$ cat config.mk
export PLATFORM = sky130hd
export DESIGN_NAME = ld650_dac_sequencer
export DESIGN_NICKNAME = d
export VERILOG_FILES = /design/src/rtl/ld650_dac_sequencer.sv
export SDC_FILE = /design/constraint.sdc
export NUM_CORES = 1
export LEC_CHECK = 0
export CAP_MARGIN = 20
export CELL_PAD_IN_SITES_DETAIL_PLACEMENT = 1
export CELL_PAD_IN_SITES_GLOBAL_PLACEMENT = 2
export CORE_ASPECT_RATIO = 0.7
export CORE_MARGIN = 2
export CORE_UTILIZATION = 30
export CTS_CLUSTER_SIZE = 30
export DETAILED_ROUTE_END_ITERATION = 10
export DONT_BUFFER_PORTS = 1
export PLACE_DENSITY = 0.65
export SYNTH_ARGS = -nofsm -noshare
export SYNTH_HDL_FRONTEND = slang
export SYNTH_SLANG_ARGS = --single-unit
$ cat constraint.sdc
create_clock -name clk -period 5.1 [get_ports clk]
set_input_delay 1.02 -clock clk [delete_from_list [all_inputs] [get_ports clk]]
set_output_delay 1.02 -clock clk [all_outputs]
set_load 0.005 [all_outputs]
$ cat src/rtl/ld650_dac_sequencer.sv
// ---------------------------------------------------------------------------
// ld650_dac_sequencer
//
// Setpoint sequencer for the two LD650 laser-diode current channels. It sits
// directly upstream of the dual-channel serial DAC writer. Each channel's DAC
// code is moved toward its target one write at a time. Channels are served
// round-robin, and laser-off requests are forwarded to the writer. After
// power-up and after every laser-off, the sequencer waits out the writer's
// two-write initialisation sequence.
//
// Build option:
//   LD650_RAMP_EN  defined   : each write moves the code at most STEP
//                  undefined : each write jumps straight to the target
//
// Parameters:
//   STEP     max code change per write (ramp build only)
//   DWELL    cycles between a write finishing and the next start (min 1)
//   TIMEOUT  cycles to wait for the writer's finish before giving up
//
// Ports:
//   clk, Reset            clock; asynchronous active-low reset
//   ch1_target(_valid)    channel-1 target code and one-cycle load strobe
//   ch2_target(_valid)    channel-2 target code and one-cycle load strobe
//   laser_off_req         one-cycle request to drive both channels to 0
//   DAWrFinishFlag        one-cycle pulse from the writer at end of a write
//   LD650_1/2DACStartFlag one-cycle write request per channel
//   LD650_1/2DACData      channel code, held from start until finish
//   LD650_1LaserOffFlag   one-cycle laser-off pulse to the writer
//   ch1_cur, ch2_cur      last code confirmed written
//   busy                  not idle, or some channel not at its target
//   timeout_err           sticky write-timeout flag
// ---------------------------------------------------------------------------
module ld650_dac_sequencer #(
  parameter logic [11:0] STEP    = 12'd16,
  parameter logic [15:0] DWELL   = 16'd1000,
  parameter logic [11:0] TIMEOUT = 12'd1024
) (
  input  logic        clk,
  input  logic        Reset,
  input  logic [11:0] ch1_target,
  input  logic        ch1_target_valid,
  input  logic [11:0] ch2_target,
  input  logic        ch2_target_valid,
  input  logic        laser_off_req,
  input  logic        DAWrFinishFlag,
  output logic        LD650_1DACStartFlag,
  output logic        LD650_2DACStartFlag,
  output logic [11:0] LD650_1DACData,
  output logic [11:0] LD650_2DACData,
  output logic        LD650_1LaserOffFlag,
  output logic [11:0] ch1_cur,
  output logic [11:0] ch2_cur,
  output logic        busy,
  output logic        timeout_err
);

  localparam logic [2:0] ST_INIT  = 3'd0;
  localparam logic [2:0] ST_IDLE  = 3'd1;
  localparam logic [2:0] ST_ISSUE = 3'd2;
  localparam logic [2:0] ST_WAIT  = 3'd3;
  localparam logic [2:0] ST_DWELL = 3'd4;
  localparam logic [2:0] ST_OFF   = 3'd5;

  // A DWELL of 0 still spends one cycle in the dwell state.
  localparam logic [15:0] DWELL_LAST   = (DWELL == 16'd0) ? 16'd0 : DWELL - 16'd1;
  localparam logic [15:0] TIMEOUT_LAST = {4'd0, TIMEOUT} - 16'd1;

  logic [2:0]  state_q, state_d;
  logic        init_cnt_q, init_cnt_d;   // writer finishes seen during INIT
  logic [15:0] cnt_q, cnt_d;             // shared WAIT / DWELL cycle counter
  logic        sel_q, sel_d;             // channel being written: 0=ch1, 1=ch2
  logic        last_q, last_d;           // channel served most recently
  logic [11:0] tgt1_q, tgt1_d, tgt2_q, tgt2_d;
  logic [11:0] cur1_q, cur1_d, cur2_q, cur2_d;
  logic [11:0] data1_q, data1_d, data2_q, data2_d;
  logic        start1_q, start1_d, start2_q, start2_d;
  logic        off_flag_q, off_flag_d;
  logic        off_pend_q, off_pend_d;
  logic        terr_q, terr_d;

  logic        pend1, pend2, pick;
  logic [11:0] sel_cur, sel_tgt, next_code;

  assign pend1   = (cur1_q != tgt1_q);
  assign pend2   = (cur2_q != tgt2_q);
  // With both channels pending, serve the one not served last time.
  assign pick    = (pend1 && pend2) ? ~last_q : pend2;
  assign sel_cur = sel_q ? cur2_q : cur1_q;
  assign sel_tgt = sel_q ? tgt2_q : tgt1_q;

`ifdef LD650_RAMP_EN
  // 13-bit arithmetic so the step can never wrap past 0 or 4095.
  logic [12:0] diff13, step13, next13;

  always_comb begin
    diff13 = 13'd0;
    step13 = 13'd0;
    next13 = {1'b0, sel_cur};
    if (sel_tgt > sel_cur) begin
      diff13 = {1'b0, sel_tgt} - {1'b0, sel_cur};
      step13 = (diff13 > {1'b0, STEP}) ? {1'b0, STEP} : diff13;
      next13 = {1'b0, sel_cur} + step13;
    end else begin
      diff13 = {1'b0, sel_cur} - {1'b0, sel_tgt};
      step13 = (diff13 > {1'b0, STEP}) ? {1'b0, STEP} : diff13;
      next13 = {1'b0, sel_cur} - step13;
    end
  end

  assign next_code = next13[11:0];
`else
  // Without ramping the code jumps straight to the target, so STEP and the
  // current code play no part in the next value.
  logic unused_no_ramp;
  assign unused_no_ramp = ^{STEP, sel_cur};
  assign next_code      = sel_tgt;
`endif

  always_comb begin
    // NOTE: every signal assigned here gets a default first, so no path
    // leaves a value unassigned and no latch is inferred.
    state_d    = state_q;
    init_cnt_d = init_cnt_q;
    cnt_d      = cnt_q;
    sel_d      = sel_q;
    last_d     = last_q;
    tgt1_d     = tgt1_q;
    tgt2_d     = tgt2_q;
    cur1_d     = cur1_q;
    cur2_d     = cur2_q;
    data1_d    = data1_q;
    data2_d    = data2_q;
    start1_d   = 1'b0;
    start2_d   = 1'b0;
    off_flag_d = 1'b0;
    off_pend_d = off_pend_q;
    terr_d     = terr_q;

    case (state_q)
      ST_INIT: begin
        if (DAWrFinishFlag) begin
          if (init_cnt_q) begin
            init_cnt_d = 1'b0;
            cnt_d      = 16'd0;
            state_d    = ST_DWELL;
          end else begin
            init_cnt_d = 1'b1;
          end
        end
      end

      ST_IDLE: begin
        if (off_pend_q) begin
          off_flag_d = 1'b1;
          state_d    = ST_OFF;
        end else if (pend1 || pend2) begin
          sel_d   = pick;
          last_d  = pick;
          state_d = ST_ISSUE;
        end
      end

      ST_ISSUE: begin
        // Data and start flag leave on the same edge; data then holds
        // until the next ISSUE (or laser-off).
        if (sel_q) begin
          data2_d  = next_code;
          start2_d = 1'b1;
        end else begin
          data1_d  = next_code;
          start1_d = 1'b1;
        end
        cnt_d   = 16'd0;
        state_d = ST_WAIT;
      end

      ST_WAIT: begin
        if (DAWrFinishFlag) begin
          if (sel_q) cur2_d = data2_q;
          else       cur1_d = data1_q;
          cnt_d   = 16'd0;
          state_d = ST_DWELL;
        end else if (cnt_q == TIMEOUT_LAST) begin
          // Abandon the write; cur stays put so the channel is reselected.
          terr_d  = 1'b1;
          cnt_d   = 16'd0;
          state_d = ST_DWELL;
        end else begin
          cnt_d = cnt_q + 16'd1;
        end
      end

      ST_DWELL: begin
        if (cnt_q == DWELL_LAST) begin
          cnt_d   = 16'd0;
          state_d = ST_IDLE;
        end else begin
          cnt_d = cnt_q + 16'd1;
        end
      end

      ST_OFF: begin
        tgt1_d     = 12'd0;
        tgt2_d     = 12'd0;
        cur1_d     = 12'd0;
        cur2_d     = 12'd0;
        data1_d    = 12'd0;
        data2_d    = 12'd0;
        off_pend_d = 1'b0;
        init_cnt_d = 1'b0;
        state_d    = ST_INIT;
      end

      default: state_d = ST_INIT;
    endcase

    // Control-plane requests are accepted in every state. A laser-off in the
    // same cycle as a target load discards the load.
    if (laser_off_req) begin
      off_pend_d = 1'b1;
      terr_d     = 1'b0;
    end else begin
      if (ch1_target_valid) tgt1_d = ch1_target;
      if (ch2_target_valid) tgt2_d = ch2_target;
    end
  end

  // NOTE: sequential state uses non-blocking assignments only, so every
  // register samples the pre-edge values of the others.
  always_ff @(posedge clk or negedge Reset) begin
    if (!Reset) begin
      state_q    <= ST_INIT;
      init_cnt_q <= 1'b0;
      cnt_q      <= 16'd0;
      sel_q      <= 1'b0;
      last_q     <= 1'b1;   // "last served ch2" makes ch1 go first
      tgt1_q     <= 12'd0;
      tgt2_q     <= 12'd0;
      cur1_q     <= 12'd0;
      cur2_q     <= 12'd0;
      data1_q    <= 12'd0;
      data2_q    <= 12'd0;
      start1_q   <= 1'b0;
      start2_q   <= 1'b0;
      off_flag_q <= 1'b0;
      off_pend_q <= 1'b0;
      terr_q     <= 1'b0;
    end else begin
      state_q    <= state_d;
      init_cnt_q <= init_cnt_d;
      cnt_q      <= cnt_d;
      sel_q      <= sel_d;
      last_q     <= last_d;
      tgt1_q     <= tgt1_d;
      tgt2_q     <= tgt2_d;
      cur1_q     <= cur1_d;
      cur2_q     <= cur2_d;
      data1_q    <= data1_d;
      data2_q    <= data2_d;
      start1_q   <= start1_d;
      start2_q   <= start2_d;
      off_flag_q <= off_flag_d;
      off_pend_q <= off_pend_d;
      terr_q     <= terr_d;
    end
  end

  assign LD650_1DACStartFlag = start1_q;
  assign LD650_2DACStartFlag = start2_q;
  assign LD650_1DACData      = data1_q;
  assign LD650_2DACData      = data2_q;
  assign LD650_1LaserOffFlag = off_flag_q;
  assign ch1_cur             = cur1_q;
  assign ch2_cur             = cur2_q;
  assign timeout_err         = terr_q;
  assign busy                = (state_q != ST_IDLE) || pend1 || pend2;

endmodule

* Word level (Yosys, flattened, before mapping)
Index checks and enable logic that the tools add are counted.
** Cells by class
- $add $sub $neg :: 1
- Equality and inequality tests :: 21
- Muxes and demuxes :: 47
- Bitwise operators :: 2
- Reductions and logical operators :: 21
** Operators with widths (number)
- $mux 12 :: 13
- $pmux 12 s2 :: 4
- $mux 16 :: 5
- $pmux 16 s4 :: 1
- $eq 16x10->1 const B :: 2
- $ne 12x12->1 :: 2
- $mux 3 :: 7
- $ne 2x2->1 const B :: 9
- $add 16x1->16 const B :: 1
- $mux 1 :: 15
- $pmux 3 s5 :: 1
- $reduce_and 3->1 :: 5
- $reduce_bool 2->1 :: 6
- $eq 3x2->1 const B :: 2
- $eq 3x3->1 const B :: 2
- $ne 3x3->1 const B :: 2
- $reduce_and 2->1 :: 3
- $reduce_and 5->1 :: 1
- $reduce_bool 4->1 :: 1
- $eq 3x1->1 const B :: 1
- $logic_not 3->1 :: 1
- $logic_or 1x1->1 :: 3
- $ne 3x1->1 const B :: 1
- $not 1->1 :: 2
- other kinds (2) :: 2
** Storage, ports and cells
- Register bits :: 99
- Input port bits :: 30

* Longest topological paths before layout
Gate-level depths: netlist of run 1.
- Word-level depth :: 5
- Depth in mapped cells :: 8
- Gate-level depth less buffers :: 6

* Worst setup path after synthesis of run 1
OpenSTA, ideal clock, no wires.
- Path kind :: reg-to-output
- Start :: reg tgt1_q[6]
- End :: out busy
- Data arrival time :: 1.259 ns
- Setup slack :: 2.821 ns
- Cell stages (with the launch flop) :: 6
- Path through :: dfrtp_1 > xor2_1 > nor4_1 > nand3_1 > nor3_1 > inv_1
** On the way
- Longest elaborated chain between the ends :: 3
** Ends and longest elaborated chain
- start, declared :: line 73 : logic [11:0] tgt1_q, tgt1_d, tgt2_q, tgt2_d;
- start signal, assigned :: line 254 : tgt1_q <= tgt1_d;
- $ne 12x12->1 :: line 84 : assign pend1 = (cur1_q != tgt1_q);
- $logic_or 1x1->1 (2 in series) :: line 276 : assign busy = (state_q != ST_IDLE) || pend1 || pend2;
- end, declared :: line 53 : output logic busy,
No other way between the ends.

* Final worst setup path of run 1
- Start :: reg cur1_q[10], in the netlist ch1_cur[10]
- End :: out busy
** On the way
- Longest elaborated chain between the ends :: 3
** Ends and longest elaborated chain
- start, declared :: line 74 : logic [11:0] cur1_q, cur1_d, cur2_q, cur2_d;
- start signal, assigned :: line 256 : cur1_q <= cur1_d;
- $ne 12x12->1 :: line 84
- $logic_or 1x1->1 (2 in series) :: line 276
No other way between the ends.

==> metrics, run 1 <==
Post-CTS Setup Bufs=0; Mapped Area=4610 µm²; Final min period=3.38 ns; Post-Route WL=13700 µm; async set-reset flop share out of synthesis=1.00; Worst slew margin=0.347; clk slew on worst S/H paths=0.08 ns; row cnt=37; worst path bufs/invs=1; All-Layer GR Usage=0.176; Syn. warnings=0; Max clock buf depth=2; Post-synth EDFFs=0; IO buf count=0; vias per inst=5.07; Syn Inst Count=509; r2r startpoint=state_q[0]; Hold/Removal Path Class=in -> async; hold buffers post-CTS=0; Final Skew=0.00818 ns; Die Wd=152 µm; clock network fraction of total power=0.369; largest net degree at the start of global routing=100; top_reg_cell synth=dfrtp_1; Int Pwr=1300 µW; via count=3546; Leakage=0.00222 µW; final max-slew violation count=0; switching share of power=0.289; worst reg2reg setup slack=2.97 ns; Register Area=2480 µm²; DR DRC count=0; RR Endpoint=cnt_q[11]; global placer's final weighted congestion=0.727; Final setup viols=0; DRT iter0 DRCs=173; final setup TNS=0 ns; Synth Register Bits=99; worst-path cell chain=xor2_1 > nor4_1 > nand3_1 > nor3_1 > inv_1; Die Y=108 µm; post-synth cell types=46; I/O Pins=83; routed len/inst=19.5 µm; Slowest cell on crit path=nor4_1; largest area contributor in the netlist=dfrtp_1; Num CTS Buffers=9; fin area=5090 µm²; commonest cells after routing, fill and taps aside=165 x nand2_1, 98 x dfrtp_1, 36 x o21ai_0; Post-Synth XOR/XNOR Area=0.0513; CP top delay family=simple AND/OR/NAND/NOR gates; CTS Sinks=99; Core ar.=14900 µm²; critical path class=reg -> out; share of the synthesized area in the top cell type=0.532; average cell area after synthesis=9.06 µm²; post-synthesis mux area share=0; post-synthesis simple-gate area fraction=0.229; fill count=1710; Compound-Gate Fraction of Synth Area=0.151; drt first pass iters=4; Synth Area in Adders=0.00271; Root Driver=clkbuf_16; CTS tree=yes; Worst setup SP type=flop; crit share post-route=0.664; layout cell share with drive strength beyond 1=0.0655; Slew @ Worst Pin=0.977 ns; synthesis-to-finish area growth=10.4%; Reg power frac=0.504; GRT Residual Overflow=0; Total Power=1820 µW; Area contributors post-synth=dfrtp_1 53%, nand2_1 13%, xor2_1 4.9%; worst-skew pair later-pin latency=0.36 ns; net count after synthesis=540; commonest non-fill, non-tap cell in the layout=nand2_1; Starting Density=0.310; CP max FO=5; Hold Vio Cnt, Final=0; DP HPWL=9520 µm; first-pass GRT wire length=22200 µm; main combinational cell family by area after synthesis=simple AND/OR/NAND/NOR gates; max-cap violations=0; multi-input gate area in the final layout=2010 µm²; PD cells=358 nW/µm²; H-tree lvl count=3; Seq/Total Area, Yosys=0.538; post-cts resize count=0; FF-to-FF path depth=5; critical path arrival=2.36 ns; # nets final=530; unrepaired setup endpoints after global routing=no; Max stage delay on crit path=0.57 ns; Sw Pwr=526 µW; number of global-route vias before repair=3780; FMAX=0.295 GHz; crit end category=output port; initial antenna violation count=0; ANT nets after route=0; worst path required time=4.08 ns; Comb pwr share=0.128; worst vdd ir=0.000142 V; DP Area=4790 µm²; status=finished, final reports clean; die area=16400 µm²
==> through the flow <==
step / util / hold slack [ns] / cells / worst slack, ns
after detailed placement: 0.322 / 0.517 / 682 / 2.13
after floorplan: - / 0.481 / 509 / 2.82
after global placement: 0.321 / 0.507 / 681 / 2.17
after global routing: 0.343 / 0.333 / 699 / 1.54
after CTS: 0.342 / 0.337 / 698 / 1.73
final: 0.343 / 0.348 / 700 / 1.72
==> layer usage <==
metal | vias up | part of all wire | global-route usage
met2 | 65 | 0.41 | 0.246
met1 | 1768 | 0.52 | 0.257
met5 | - | 0 | 0
met3 | 11 | 0.061 | 0.0556
li1 | 1702 | - | -
met4 | 0 | 0.015 | 0.0521
==> kinds of logic after synthesis <==
logic type      count (synthesis)
xor+xnor                       27
buf+inv                        31
fa+ha+maj                       1
compound gates                118
simple gates                  233
flops                          99
==> Yosys cell counts, types with 2 or more instances <==
cell type	count
clkbuf_1	19
nand3b_1	2
and3_1	4
o21ai_1	22
nand2b_1	3
inv_1	3
xor2_1	26
a31oi_1	3
nor3_1	4
a22o_1	6
nand4_1	4
nand3_1	5
buf_2	4
and4_1	3
dfrtp_1	98
inv_2	3
o31ai_1	4
nor4_1	8
a21oi_1	34
a21o_1	6
nor3b_1	3
o21ai_0	36
nand2_1	165
o31a_1	2
nor2_1	18
nor2b_1	4
==> layout make-up <==
type | count | share of cell area
flip-flops and latches | 99 | 0.487
multi-input cells | 379 | 0.394
well taps | 195 | 0.0479
clock buffers | 10 | 0.0469
repair buffers | 4 | 0.00983
clock inverters | 6 | 0.00958
inverters | 6 | 0.00442
diodes | 1 | 0.000491
==> how the worst max path moves through the flow <==
stage	cells after the start	start	to
finish	5	ch1_cur[10]	busy
global route	5	ch1_cur[4]	busy
CTS	5	ch1_cur[4]	busy
detailed placement	5	ch1_cur[4]	busy
global placement	5	ch1_cur[4]	busy
floorplan	5	tgt1_q[6]	busy
==> power by group through the flow <==
stage / combinational, µW / clock (µW) / sequential, µW
final: 233 / 672 / 918
after detailed placement: 235 / 0 / 933
after CTS: 237 / 692 / 918
after global placement: 229 / 0 / 929
after floorplan: 204 / 0 / 907
after global routing: 266 / 723 / 931
==> flip-flops by register name, summed over array words and instances (netlist names) <==
name,cells
tgt2_q,12
timeout_err,1
state_q,3
LD650_1DACStartFlag,1
ch2_cur,12
sel_q,1
last_q,1
LD650_1LaserOffFlag,1
LD650_2DACData,12
tgt1_q,12
LD650_2DACStartFlag,1
cnt_q,16
ch1_cur,12
off_pend_q,1
LD650_1DACData,12
init_cnt_q,1
Note: power is estimated with default switching activity, not from simulation.
==> inputs of run 2 (changes only) <==
PLACE_DENSITY = 0.68   (was 0.65)
clock period = 3.1 ns   (was 5.1 ns; I/O delays follow)
==> run 2 against run 1 <==
  * Non-clock buffer count up 2
  * Worst setup slack lost 1.4 ns
  * Worst hold slack worse by 0.24 ns
  * Count of clock-buffer cells in the layout stayed put
  * Sequential share of layout area fell by 0.25 points
  * Sequential power grew 66%
  * Total power is 70% higher
  * Clock power up 74%
  * Critical endpoint unchanged
==> metrics, run 2 (synthesis results as in run 1) <==
dpl cells=684 (+0.29%); All-Layer GR Usage=0.172 (-0.00311); Worst setup SP type=flop; Comb pwr share=0.135 (+0.007); clk slew on worst S/H paths=0.07 ns (about the same); Register Area=2480 µm² (unchanged); die area=16400 µm² (unchanged); Leakage=0.00224 µW (+1.0%); Hold Vio Cnt, Final=0 (unchanged); IO buf count=0 (unchanged); CTS Sinks=99 (unchanged); Die Y=108 µm (unchanged); Die Wd=152 µm (unchanged); crit share post-route=0.906; commonest non-fill, non-tap cell in the layout=nand2_1; Final setup viols=0 (unchanged); DR DRC count=0 (unchanged); worst path required time=2.48 ns (-1.60 ns); Core ar.=14900 µm² (unchanged); Total Power=3100 µW (+70%); initial antenna violation count=0 (unchanged); CP max FO=5 (unchanged); hold_ws=0.106 ns (-0.242 ns); layout cell share with drive strength beyond 1=0.0672 (+0.00172); drt first pass iters=4 (unchanged); synthesis-to-finish area growth=11.0%; fin cells=701 (+0.14%); Sw Pwr=904 µW (+72%); final setup TNS=0 ns (unchanged); Hold/Removal Path Class=in -> async; Worst slew margin=0.372 (+0.0249); H-tree lvl count=3 (unchanged); max-cap violations=0 (unchanged); switching share of power=0.291 (+0.00278); status=finished, final reports clean; final max-slew violation count=0 (unchanged); ANT nets after route=0 (unchanged); critical path class=reg -> out; Slew @ Worst Pin=0.940 ns (-0.0373 ns); origin of the worst setup path=ch1_cur[5]; I/O Pins=83 (unchanged); Final min period=2.81 ns; # nets final=532 (+0.38%); FMAX=0.356 GHz; routed len/inst=19.3 µm (-0.85%); Max clock buf depth=2 (unchanged); worst-skew pair later-pin latency=0.36 ns (about the same); Top reg by flops=cnt_q; GRT Residual Overflow=0 (unchanged); PD cells=606 nW/µm² (+69%); clock network fraction of total power=0.376 (+0.007); critical path arrival=2.19 ns (-0.17 ns); worst vdd ir=0.000309 V (+120%); largest net degree at the start of global routing=99 (-1.0%); max reg flops=16 (unchanged); Starting Density=0.310 (unchanged); antenna fix cells=0 (-1); Root Driver=clkbuf_16; Final Skew=0.00978 ns (+0.00160 ns); DP HPWL=9140 µm (-3.9%); via count=3553 (+0.20%); r2r startpoint=state_q[0]; number of global-route vias before repair=3752 (-0.74%); global placer's final weighted congestion=0.756 (+4.0%); fill count=1733 (+1.3%); Int Pwr=2200 µW (+70%); Reg power frac=0.489 (-0.015); crit end category=output port; vias per inst=5.07 (about the same); Post-Route WL=13600 µm (-0.71%); row cnt=37 (unchanged); first-pass GRT wire length=21800 µm (-1.6%); unrepaired setup endpoints after global routing=no; Num CTS Buffers=9 (unchanged); commonest cells after routing, fill and taps aside=165 x nand2_1, 98 x dfrtp_1, 36 x o21ai_0; post-cts resize count=0 (unchanged); multi-input gate area in the final layout=2010 µm² (unchanged); CTS tree=yes; DRT iter0 DRCs=188 (+8.7%)
==> run 2: cell count changes in the layout (fill, tap and decap cells not counted) <==
cell,delta
buf_12,-1
buf_8,-1
buf_16,+1
clkbuf_8,-1
bufinv_16,+1
diode_2,-1
buf_4,+3
clkinv_4,+1
clkbuf_1,+1
clkinvlp_4,-2
==> run 2: cell type report <==
type	count	share of cell area
Sequential cell	99	0.484
Clock inverter	6	0.0142
Tap cell	195	0.0477
Inverter	6	0.00440
Timing Repair Buffer	6	0.0127
Multi-Input combinational cell	379	0.392
Clock buffer	10	0.0447
==> run 2: repair_timing <==
action / in CTS / in global routing
endpoints found under the hold margin: 98 / 0
hold buffers: 1 / 0
buffers inserted: 0 / 0
==> run 2: routing by layer <==
layer | GRT usage | vias up | routed length (µm)
li1 | - | 1709 | -
met1 | 0.247 | 1770 | 6770
met2 | 0.252 | 63 | 5790
met3 | 0.0511 | 11 | 822
met4 | 0.0501 | 0 | 164
met5 | 0 | - | 0
==> run 2: power by group through the flow <==
stage | clock, µW | combinational (µW) | sequential (µW)
4_1_cts | 1200 | 425 | 1520
2_1_floorplan | 0 | 336 | 1490
6_report | 1170 | 418 | 1520
3_5_place_dp | 0 | 389 | 1540
3_3_place_gp | 0 | 372 | 1530
5_1_grt | 1250 | 475 | 1540
==> run 2: final timing paths <==
check / endpoint / slack [ns] / cells past startpoint
min in group clk: timeout_err / 0.32 / 1
max: busy / 0.29 / 5
max in group asynchronous: LD650_1LaserOffFlag / 2.51 / 1
min reg2reg: last_q / 0.54 / 2
max reg2reg: cnt_q[11] / 0.93 / 5
min: last_q / 0.11 / 0
==> run 2: worst max-delay path, cell delays in order (launching register included) <==
cell     delay (ns)
dfrtp_1        0.44
xor2_1         0.17
nor4_1         0.40
nand3_1        0.25
nor3_1         0.44
inv_1          0.13
==> run 2: through the flow <==
step                      instance area (µm²)  utilization  worst slack (ns)
after floorplan                          4610            -              1.22
after global placement                   4790        0.322             0.664
after detailed placement                 4790        0.322             0.673
after CTS                                5120        0.344             0.273
after global routing                     5120        0.344            0.0850
final                                    5120        0.344             0.293
==> inputs of run 3 (changes only) <==
==> constraint.sdc (replaced) <==
create_clock -name clk -period 3.1 [get_ports clk]
set_input_delay 0.465 -clock clk [delete_from_list [all_inputs] [get_ports clk]]
set_output_delay 0.465 -clock clk [all_outputs]
set_load 0.005 [all_outputs]
==> run 3 against run 2 <==
  * Routed wire length shrank 0.42%
  * Die area is the same
  * Critical path depth stayed put
  * Sequential share of layout area is 0.13 points lower
  * Largest cell class unchanged
  * Highest routed layer unchanged
==> metrics, run 3 (synthesis results as in run 1) <==
commonest cells after routing, fill and taps aside=165 x nand2_1, 98 x dfrtp_1, 36 x o21ai_0; hold_ws=0.0200 ns (-0.0863 ns); Die Y=108 µm (unchanged); unrepaired setup endpoints after global routing=no; global placer's final weighted congestion=0.756 (about the same); Worst slew margin=0.383 (+0.0109); Post-CTS Setup Bufs=0 (unchanged); largest net degree at the start of global routing=100 (+1.0%); fin area=5130 µm² (+0.27%); commonest non-fill, non-tap cell in the layout=nand2_1; antenna fix cells=0 (unchanged); ANT nets after route=0 (unchanged); Slowest cell on crit path=dfrtp_1; worst vdd ir=0.000286 V (-7.6%); DP HPWL=9170 µm (+0.33%); critical path arrival=2.20 ns (about the same); Max clock buf depth=2 (unchanged); I/O Pins=83 (unchanged); Max stage delay on crit path=0.44 ns (about the same); status=finished, final reports clean; layout cell share with drive strength beyond 1=0.0653 (-0.00185); Leakage=0.00225 µW (+0.44%); CP max FO=5 (unchanged); DR WL met3=809 µm (-1.6%); post-cts resize count=0 (unchanged); Num CTS Buffers=9 (unchanged); synthesis-to-finish area growth=11.3%; FMAX=0.376 GHz (+5.4%); Metal-1 WL=6820 µm (+0.62%); final setup TNS=0 ns (unchanged); Reg power frac=0.481 (-0.008); Total Power=3150 µW (+1.5%); DR DRC count=0 (unchanged); initial antenna violation count=0 (unchanged); PD cells=614 nW/µm² (+1.2%); Sw Pwr=877 µW (-3.0%); die area=16400 µm² (unchanged); Final Skew=0.00931 ns (-0.000465 ns); critical path class=reg -> out; worst-skew pair later-pin latency=0.35 ns (about the same); GRT Residual Overflow=0 (unchanged); crit share post-route=0.859 (-0.0466); Starting Density=0.310 (unchanged); via count=3570 (+0.48%); Top reg by flops=cnt_q; Hold Vio Cnt, Final=0 (unchanged); max-cap violations=0 (unchanged); row cnt=37 (unchanged); Comb pwr share=0.129 (-0.006); worst-path cell chain=xor2_1 > nor4_1 > nand3_1 > nor3_1 > inv_1; CTS Sinks=99 (unchanged); All-Layer GR Usage=0.171 (-0.00196); H-tree lvl count=3 (unchanged); max reg flops=16 (unchanged); clk slew on worst S/H paths=0.07 ns (about the same); Max Used Layer=met4; Final setup viols=0 (unchanged); drt first pass iters=4 (unchanged); DP Area=4790 µm² (unchanged); fill count=1712 (-1.2%); Worst setup SP type=flop; Slew @ Worst Pin=0.924 ns (-0.0163 ns); clock network fraction of total power=0.389 (+0.013); first-pass GRT wire length=21800 µm (-0.22%); CTS tree=yes; Hold/Removal Path Class=in -> async; vias per inst=5.10 (+0.62%); FF-to-FF path depth=5 (unchanged); Final min period=2.66 ns (-0.144 ns); Int Pwr=2270 µW (+3.4%); WL met2=5750 µm (-0.76%); Root Driver=clkbuf_16; DRT iter0 DRCs=200 (+6.4%); Post-Route WL=13500 µm (-0.42%); final max-slew violation count=0 (unchanged); Die Wd=152 µm (unchanged); worst path required time=2.63 ns (+0.15 ns); Core ar.=14900 µm² (unchanged); routed len/inst=19.3 µm (-0.28%); crit end category=output port; number of global-route vias before repair=3817 (+1.7%); switching share of power=0.278 (-0.0131); # nets final=532 (unchanged); IO buf count=0 (unchanged)
-- run 3: power by group through the flow --
stage | clock [µW] | combinational [µW] | sequential [µW]
floorplan | 0 | 336 | 1490
global placement | 0 | 372 | 1530
detailed placement | 0 | 383 | 1540
CTS | 1260 | 418 | 1510
global route | 1310 | 465 | 1540
finish | 1230 | 408 | 1520
-- run 3: area by class of cell --
cell class	instances	area, µm²	area share
flip-flops and latches	99	2480	0.483
multi-input cells	379	2010	0.391
clock buffers	10	229	0.0446
well taps	195	244	0.0475
clock inverters	5	86.3	0.0168
repair buffers	6	65.1	0.0127
inverters	6	22.5	0.00439
-- run 3: final timing paths --
check	startpoint	to	slack, ns
max	ch1_cur[5]	busy	0.44
max reg2reg	state_q[0]	cnt_q[14]	0.92
max in group asynchronous	Reset	cnt_q[1]	2.62
min in group clk	laser_off_req	timeout_err	0.18
min	Reset	ch2_cur[8]	0.02
min reg2reg	cnt_q[11]	cnt_q[11]	0.55
-- run 3: worst max-delay path: cells and delay by family (launching register included) --
family | cells | cell delay (ns)
simple gates | 3 | 1.10
flops | 1 | 0.44
xor+xnor | 1 | 0.17
buf+inv | 1 | 0.13
-- run 3: timing repair --
item | 4_1_cts | 5_1_grt
hold buffers | 1 | 0
setup endpoints to repair | 0 | 0
endpoints found under the hold margin | 99 | 0
-- run 3: layer usage --
metal / vias up / global-route usage
li1: 1708 / -
met1: 1785 / 0.247
met2: 66 / 0.246
met3: 11 / 0.0539
met4: 0 / 0.0421
met5: - / 0
-- run 3: per-stage QoR --
stage | instances | setup WS [ns] | utilization
3_5_place_dp | 684 | 0.824 | 0.322
5_1_grt | 700 | 0.250 | 0.345
2_1_floorplan | 509 | 1.38 | -
3_3_place_gp | 684 | 0.819 | 0.322
4_1_cts | 700 | 0.428 | 0.345
6_report | 700 | 0.437 | 0.345
